### src/rtl/ctrl_encode_def.sv
// Shared encodings and default latencies for the hazard / mult-div control slice.
package ctrl_encode_def;

    typedef enum logic {
        RUN    = 1'b0,
        MDBUSY = 1'b1
    } mdState_t;

    localparam int MULT_CYCLES_DEF = 4;
    localparam int DIV_CYCLES_DEF  = 32;
    localparam int MD_CNT_W        = 6;

endpackage

### src/rtl/hazard_md_timer.sv
// Down-counter that times a running mult/div operation.
module hazard_md_timer
    import ctrl_encode_def::*;
(
    input  logic                clk,
    input  logic                rstn,
    input  logic                load,
    input  logic [MD_CNT_W-1:0] loadVal,
    input  logic                dec,
    output logic [MD_CNT_W-1:0] mdCnt,
    output logic                zero
);

    assign zero = (mdCnt == '0);

    always_ff @(posedge clk or negedge rstn) begin
        if (!rstn) begin
            mdCnt <= '0;
        end else if (load) begin
            mdCnt <= loadVal;
        end else if (dec && !zero) begin
            mdCnt <= mdCnt - 1'b1;
        end
    end

endmodule

### src/rtl/hazard_ctrl.sv
// Pipeline hazard control: load-use and mult/div stalls, branch flushes,
// mult/div latency sequencing and a saturating stall counter.
module hazard_ctrl
    import ctrl_encode_def::*;
#(
    parameter int MULT_CYCLES = MULT_CYCLES_DEF,
    parameter int DIV_CYCLES  = DIV_CYCLES_DEF
) (
    input  logic        clk,
    input  logic        rstn,
    input  logic        IDEXMemRead,
    input  logic [4:0]  IDEXRegRt,
    input  logic [4:0]  IFIDRegRs,
    input  logic [4:0]  IFIDRegRt,
    input  logic        IFIDUsesRt,
    input  logic        BranchTaken,
    input  logic        IDEXMd,
    input  logic        IDEXMdIsDiv,
    input  logic        IFIDMd,
    input  logic        IFIDMdRead,
    output logic        PCWrite,
    output logic        IFIDWrite,
    output logic        IFIDFlush,
    output logic        IDEXFlush,
    output logic        MdStart,
    output logic        MdBusy,
    output logic        MdDone,
    output logic [15:0] StallCnt
);

    localparam logic [MD_CNT_W-1:0] MULT_LOAD = MD_CNT_W'(MULT_CYCLES - 1);
    localparam logic [MD_CNT_W-1:0] DIV_LOAD  = MD_CNT_W'(DIV_CYCLES - 1);

    mdState_t            state;
    logic [MD_CNT_W-1:0] mdCnt;
    logic                cntZero;
    logic                loadUse;
    logic                mdHaz;
    logic                stall;

    assign MdBusy  = (state == MDBUSY);
    assign MdStart = (state == RUN) && IDEXMd && !BranchTaken;
    assign MdDone  = MdBusy && cntZero;

    assign loadUse = IDEXMemRead && (IDEXRegRt != 5'd0) &&
                     ((IDEXRegRt == IFIDRegRs) ||
                      (IFIDUsesRt && (IDEXRegRt == IFIDRegRt)));

    assign mdHaz = (IFIDMd || IFIDMdRead) && (MdBusy || MdStart);

    // A taken branch squashes the stalled instruction, so it wins.
    assign stall = (loadUse || mdHaz) && !BranchTaken;

    hazard_md_timer u_timer (
        .clk     (clk),
        .rstn    (rstn),
        .load    (MdStart),
        .loadVal (IDEXMdIsDiv ? DIV_LOAD : MULT_LOAD),
        .dec     (MdBusy),
        .mdCnt   (mdCnt),
        .zero    (cntZero)
    );

    always_ff @(posedge clk or negedge rstn) begin
        if (!rstn) begin
            state <= RUN;
        end else begin
            unique case (state)
                RUN:     if (MdStart) state <= MDBUSY;
                MDBUSY:  if (cntZero) state <= RUN;
                default: state <= RUN;
            endcase
        end
    end

    always_comb begin
        PCWrite   = 1'b1;
        IFIDWrite = 1'b1;
        IFIDFlush = 1'b0;
        IDEXFlush = 1'b0;
        unique case (1'b1)
            BranchTaken: begin
                IFIDFlush = 1'b1;
                IDEXFlush = 1'b1;
            end
            stall: begin
                PCWrite   = 1'b0;
                IFIDWrite = 1'b0;
                IDEXFlush = 1'b1;
            end
            default: ;
        endcase
    end

    always_ff @(posedge clk or negedge rstn) begin
        if (!rstn) begin
            StallCnt <= 16'd0;
        end else if (stall && (StallCnt != 16'hFFFF)) begin
            StallCnt <= StallCnt + 16'd1;
        end
    end

endmodule

### config.mk
export PLATFORM = sky130hd
export DESIGN_NAME = hazard_ctrl
export DESIGN_NICKNAME = d
export VERILOG_FILES = /design/src/rtl/ctrl_encode_def.sv /design/src/rtl/hazard_md_timer.sv /design/src/rtl/hazard_ctrl.sv
export SDC_FILE = /design/constraint.sdc
export NUM_CORES = 1
export LEC_CHECK = 0
export CAP_MARGIN = 10
export CORE_UTILIZATION = 40
export CTS_BUF_LIST = sky130_fd_sc_hd__clkbuf_8
export DETAILED_ROUTE_END_ITERATION = 12
export PLACE_DENSITY_LB_ADDON = 0.1
export SKIP_CTS_REPAIR_TIMING = 1
export SLEW_MARGIN = 20
export SYNTH_ARGS = -nofsm -noshare
export SYNTH_HDL_FRONTEND = slang
export SYNTH_SLANG_ARGS = --single-unit
### constraint.sdc
create_clock -name clk -period 6 [get_ports clk]
set_clock_uncertainty 0.05 [all_clocks]
set_input_delay 0.6 -clock clk [delete_from_list [all_inputs] [get_ports clk]]
set_output_delay 0.6 -clock clk [all_outputs]
set_load 0.02 [all_outputs]
==> flow_summary_export.csv, run 1 <==
group,metric,value,unit
run_status,outcome,"completed",
layout,final_core_util,60.0,%
sta,setup_viol,0,
cts,clockBufferDepth,2,
placed_design,placed_area,0.00185,mm^2
critical_path,end_kind,"output port",
critical_path,path_max_fanout,10,
layout,layout_commonest_cell,"clkdlybuf4s50_1",
cts,cts.sinks,23,
layout,fin_area,0.00189,mm^2
routing,firstDrtPassIters,4,
placed_design,hpwl,2.29,mm
routing,ant_nets,0,
layout,diodes,0,
global_route,met2_usage,30.0,%
sta,worstMarginPinSlew,0.515,ns
power,comb_power_share,44.5,%
global_route,grtUsageTotal,17.8,%
cts,h-tree-depth,1,
power,powerDensity,338,mW/mm^2
sta,timing.final.ws_setup,2.47,ns
power,p_int,0.387,mW
placed_design,port_buffers,46,
logic_synthesis,synth_largest_area_cell,"dfrtp_1",
logic_synthesis,synthCells,134,
critical_path,critical_path_arrival,2.88,ns
routing,num_vias,1112,
critical_path,start_kind,"primary input",
floorplan,fp.dieH,60.6,um
placed_design,post-place-ws,2.45,ns
critical_path,crit_chain,"clkdlybuf4s50_1 -> nor2_1 -> nand2_2 -> clkinv_2 -> o22ai_1 -> o21a_1 -> or2_2 -> clkdlybuf4s50_1",
cts,cts.clk_slew.worst_paths,0.08,ns
cts,clk_latency,0.26,ns
cts,cts_buffers,3,
routing,wirelength,2.91,mm
routing,drc,0,
routing,viasPerCell,4.96,
logic_synthesis,synth_top_area_share,41.9,%
logic_synthesis,ys_types,35,
critical_path,crit-reg2reg-launch,"StallCnt[0]$_DFFE_PN0P_",
power,finalPower,0.639,mW
sta,final.setup.tns,0,ns
critical_path,cp.required,5.35,ns
global_route,grt_overflow,0,
layout,areaGrowthSynthToFinish,37.7,%
logic_synthesis,ys_seq_area_share,41.9,%
logic_synthesis,synth_flop_cell,"dfrtp_1",
logic_synthesis,async_flop_share,100,%
run,drv_cap,0,
sta,hold_viol,0,
sta,max_freq,0.283,GHz
sta,slew_headroom,65.7,%
global_route,grt_max_degree,24,
global_route,grt_util_met1,22.7,%
sta,min_period,3.53,ns
global_route,met3_usage,4.69,%
logic_synthesis,synth_area_per_cell,10.2,um^2
routing,initialDrtViolationCount,35,
floorplan,core_area,0.00315,mm^2
power,ir_worst_vdd,0.265,mV
floorplan,num_rows,20,
logic_synthesis,syn_nets,160,
critical_path,crit_top_cell,"clkdlybuf4s50_1",
layout,final_net_count,207,
power,p_sw,0.252,mW
power,seq_power_share,41.1,%
global_route,grt_pass1_wl,4.89,mm
critical_path,startpoint,"BranchTaken",
layout,final_cell_mix,"45 x clkdlybuf4s50_1, 24 x xor2_1, 23 x dfrtp_1",
critical_path,slowest_delay,0.68,ns
routing,wl_per_cell,13.0,um
logic_synthesis,synth_edf_count,0,
power,p_clk_share,14.4,%
min_path,hp-class,"in -> async",
global_route,antenna_found_initial,0,
logic_synthesis,synthTopCellsByArea,"dfrtp_1 42%, xor2_1 15%, nor4_2 3.6%, nor3_1 3.3%, xnor2_1 3.2%",
placed_design,place_congestion,0.759,
floorplan,start_util,43.5,%
floorplan,ios,47,
power,leakagePower,0.783,nW
critical_path,slowest_stage,"clkdlybuf4s50_1",
logic_synthesis,yosysWarnings,0,
floorplan,dieArea,0.00367,mm^2
cts,cts_root_buf,"clkbuf_8",
sta,rsz0062_at_grt,"no",
sta,final.period_utilization,58.9,%
sta,drv_slew,0,
global_route,grt_most_used_layer,"met2",
power,p_sw_share,39.4,%
global_route,grt_pass1_vias,1131,
critical_path,path_class,"in -> out",
logic_synthesis,syn_area,0.00137,mm^2
floorplan,die_width,60.6,um
cts,cts_tree,"done",
logic_synthesis,ys_ff_latch,23,
layout,drive_gt1_share,10.0,%
per-stage QoR:
| stage | instances | hold slack [ns] |
|---|---|---|
| after floorplan | 134 | 0.254 |
| after global placement | 220 | 0.431 |
| after detailed placement | 220 | 0.444 |
| after CTS | 224 | 0.453 |
| after global routing | 224 | 0.286 |
| final | 224 | 0.252 |
area by class of cell:
class                   count  area (um^2)
repair buffers             46          455
inverters                   6         23.8
multi-input cells         101          736
clock buffers               3         41.3
well taps                  44         55.1
clock inverters             1         3.75
fillers                   290         1260
flip-flops and latches     23          576
cells by family after synthesis:
kind of cell	share of synthesized area (%)
and+or+nand+nor	25.3
xor gates and xnor gates	18.5
DFF	41.9
AOI/OAI and AO/OA	7.20
buffers and inverters	4.47
adders and majority gates	1.82
muxes	0.820
Yosys cell counts (2+ instances only):
| master | instances |
|---|---|
| inv_1 | 5 |
| ha_1 | 2 |
| nor4_2 | 4 |
| buf_6 | 2 |
| dfrtp_1 | 23 |
| nor3_2 | 2 |
| xor2_1 | 24 |
| buf_4 | 2 |
| or2_2 | 2 |
| nor4_1 | 2 |
| xnor2_1 | 5 |
| nand2b_1 | 2 |
| a21oi_1 | 5 |
| nand2_1 | 11 |
| a211o_1 | 2 |
| nand3_1 | 3 |
| nor4_4 | 2 |
| nor3_1 | 9 |
| nand4_1 | 2 |
| nor2_1 | 10 |
layer usage:
metal	share of wire, %	vias to the layer above
li1	-	558
met1	46	529
met2	49	23
met3	4.4	2
met5	0	-
met4	0.48	0
state kept, by name, indices dropped and copies added (netlist names):
register / count
StallCnt: 16
MdBusy: 1
u_timer.mdCnt: 6
power groups by stage:
| stage | sequential [mW] | combinational [mW] | clock (mW) |
|---|---|---|---|
| 6_report | 0.262 | 0.284 | 0.0922 |
| 5_1_grt | 0.273 | 0.312 | 0.103 |
| 4_1_cts | 0.263 | 0.288 | 0.0959 |
| 3_5_place_dp | 0.266 | 0.286 | 0 |
| 3_3_place_gp | 0.265 | 0.279 | 0 |
| 2_1_floorplan | 0.291 | 0.143 | 0 |
critical path: cells and delay by family:
family / cells / cell delay (ns)
and+or+nand+nor: 3 / 0.40
buffers and inverters: 3 / 1.37
AOI/OAI and AO/OA: 2 / 0.51
worst paths after layout:
path,slack [ns],end,cells after the start
max,2.47,PCWrite,8
min,0.25,u_timer.mdCnt[4]$_DFFE_PN0P_,1
max reg2reg,3.76,StallCnt[1]$_DFFE_PN0P_,6
min reg2reg,0.45,u_timer.mdCnt[0]$_DFFE_PN0P_,1
max in group asynchronous,5.30,StallCnt[1]$_DFFE_PN0P_,1
min in group clk,0.45,u_timer.mdCnt[0]$_DFFE_PN0P_,1
Power figures use the tool's default switching activity.
==> run 2: changes to the inputs <==
- clock period: 6 -> 3.15 ns (I/O delays scaled with it)
==> run 2 against run 1 <==
First-iteration DRC count decreased by 63%; global-route usage fell by 0.56 points; flip-flop and latch count stayed put; non-clock buffer count increased by 2; clock power is 90% higher; count of clock-buffer cells in the layout unchanged; worst hold slack improved by 0.20 ns; cell count rose by 0.89%; critical path type unchanged; highest routed layer unchanged.
==> flow_summary_export.csv, run 2 (synthesized netlist as in run 1, its figures left out) <==
group,metric,value,unit
critical_path,slowest_delay,0.54,ns
sta,rsz0062_at_grt,"no",
placed_design,port_buffers,46,
sta,slew_headroom,65.9,%
global_route,antenna_found_initial,0,
global_route,grtUsageTotal,17.2,%
critical_path,start_kind,"primary input",
cts,cts_root_buf,"clkbuf_8",
cts,cts_tree,"done",
critical_path,endpoint,"IFIDWrite",
global_route,grt_max_degree,24,
layout,n_fill_cell,274,
layout,final_cell_mix,"45 x clkdlybuf4s50_1, 24 x xor2_1, 23 x dfrtp_1",
critical_path,crit_top_cell,"clkdlybuf4s50_1",
routing,viasPerCell,5.00,
cts,cts.sinks,23,
critical_path,crit-reg2reg-launch,"StallCnt[0]$_DFFE_PN0P_",
sta,final.period_utilization,93.0,%
placed_design,post-place-ws,0.212,ns
layout,drive_gt1_share,10.4,%
routing,drc,0,
sta,hold_slack,0.456,ns
floorplan,fp.dieH,60.6,um
layout,seqCellArea,576,um^2
routing,wl_per_cell,13.1,um
critical_path,startpoint,"IDEXRegRt[4]",
routing,ant_nets,0,
placed_design,place_congestion,0.758,
critical_path,crit_chain,"clkdlybuf4s50_1 -> xor2_1 -> nor4_1 -> a32oi_1 -> o21a_1 -> or2_2 -> clkdlybuf4s50_1",
sta,drv_slew,0,
global_route,grt_pass1_vias,1070,
sta,worstMarginPinSlew,0.512,ns
min_path,hp-class,"reg -> reg",
critical_path,crit_family,"buffers and inverters",
routing,num_vias,1129,
critical_path,path_class,"in -> out",
critical_path,slowest_stage,"clkdlybuf4s50_1",
layout,layout_commonest_cell,"clkdlybuf4s50_1",
power,ir_worst_vdd,0.476,mV
routing,firstDrtPassIters,4,
layout,regMostFlops,"StallCnt",
global_route,grt_util_met1,20.4,%
sta,setup_viol,0,
sta,max_freq,0.341,GHz
cts,clockBufferDepth,2,
floorplan,dieArea,0.00367,mm^2
cts,h-tree-depth,1,
power,leakagePower,0.792,nW
critical_path,timing.rr.end,"StallCnt[1]$_DFFE_PN0P_",
global_route,met2_usage,29.7,%
layout,largest_register_ffs,16,
layout,final_net_count,209,
global_route,grt_most_used_layer,"met2",
power,powerDensity,638,mW/mm^2
floorplan,num_rows,20,
critical_path,ff2ff_setup_slack,0.94,ns
sta,hold_viol,0,
critical_path,crit_cells,7,
critical_path,critical_path_arrival,2.57,ns
sta,timing.final.ws_setup,0.220,ns
floorplan,start_util,43.5,%
layout,multi_input_area,736,um^2
sta,final.setup.tns,0,ns
placed_design,hpwl,2.33,mm
sta,min_period,2.93,ns
critical_path,cp.required,2.78,ns
layout,diodes,0,
global_route,met3_usage,4.48,%
cts,cts_buffers,3,
floorplan,die_width,60.6,um
critical_path,path_max_fanout,6,
routing,initialDrtViolationCount,13,
cts,cts.clk_slew.worst_paths,0.08,ns
run,drv_cap,0,
floorplan,ios,47,
floorplan,core_area,0.00315,mm^2
global_route,grt_overflow,0,
critical_path,end_kind,"output port",
run_status,outcome,"completed",
routing,wirelength,2.96,mm
layout,areaGrowthSynthToFinish,39.0,%
cts,clk_latency,0.26,ns
layout,final_core_util,60.5,%
critical_path,path_buf_inv,2,
global_route,grt_pass1_wl,4.62,mm
critical_path,r2r_cells,6,
run 2: cell count changes in the layout (fill, tap and decap cells not counted), sizes merged:
| cell | previous run | this run |
|---|---|---|
| dlygate4sd3 | 0 | 1 |
| buf | 1 | 2 |
run 2: routing by layer:
metal  wire length (um)  share of wire (%)
met1               1300                 44
met2               1460                 49
met5                  0                  0
met4                 61                2.1
met3                130                4.4
run 2: power breakdown:
part | internal, mW | switching (mW) | leakage (nW) | total [mW]
clock | 0.0868 | 0.0877 | 0.0269 | 0.175
sequential | 0.389 | 0.114 | 0.282 | 0.503
combinational | 0.261 | 0.279 | 0.484 | 0.540
run 2: worst min-delay path by stage:
| stage | from | endpoint | slack, ns | cells past startpoint |
|---|---|---|---|---|
| 2_1_floorplan | rstn | MdBusy$_DFF_PN0_ | -0.03 | 0 |
| 3_3_place_gp | u_timer.mdCnt[0]$_DFFE_PN0P_ | u_timer.mdCnt[0]$_DFFE_PN0P_ | 0.43 | 1 |
| 3_5_place_dp | u_timer.mdCnt[0]$_DFFE_PN0P_ | u_timer.mdCnt[0]$_DFFE_PN0P_ | 0.45 | 1 |
| 4_1_cts | u_timer.mdCnt[0]$_DFFE_PN0P_ | u_timer.mdCnt[0]$_DFFE_PN0P_ | 0.46 | 1 |
| 5_1_grt | StallCnt[11]$_DFFE_PN0P_ | StallCnt[11]$_DFFE_PN0P_ | 0.49 | 1 |
| 6_report | u_timer.mdCnt[0]$_DFFE_PN0P_ | u_timer.mdCnt[0]$_DFFE_PN0P_ | 0.46 | 1 |
run 2: worst register-to-register path, cell delays in order (launching register included):
cell and delay, ns:
dfrtp_1 0.43, ha_1 0.21, nand3_2 0.22, nor3_1 0.31
a211o_1 0.17, o21a_2 0.36, mux2_1 0.36
run 2: final cells by class:
type,count,share of cell area [%]
Clock inverter,1,0.197
Tap cell,44,2.89
Sequential cell,23,30.2
Timing Repair Buffer,48,24.8
Inverter,6,1.25
Clock buffer,3,2.16
Multi-Input combinational cell,101,38.6
run 2: metrics by stage:
step,instances,cell area (um^2),power [mW]
2_1_floorplan,134,1370,0.827
3_3_place_gp,221,1860,1.04
3_5_place_dp,221,1860,1.05
4_1_cts,225,1900,1.23
5_1_grt,226,1910,1.31
6_report,226,1910,1.22
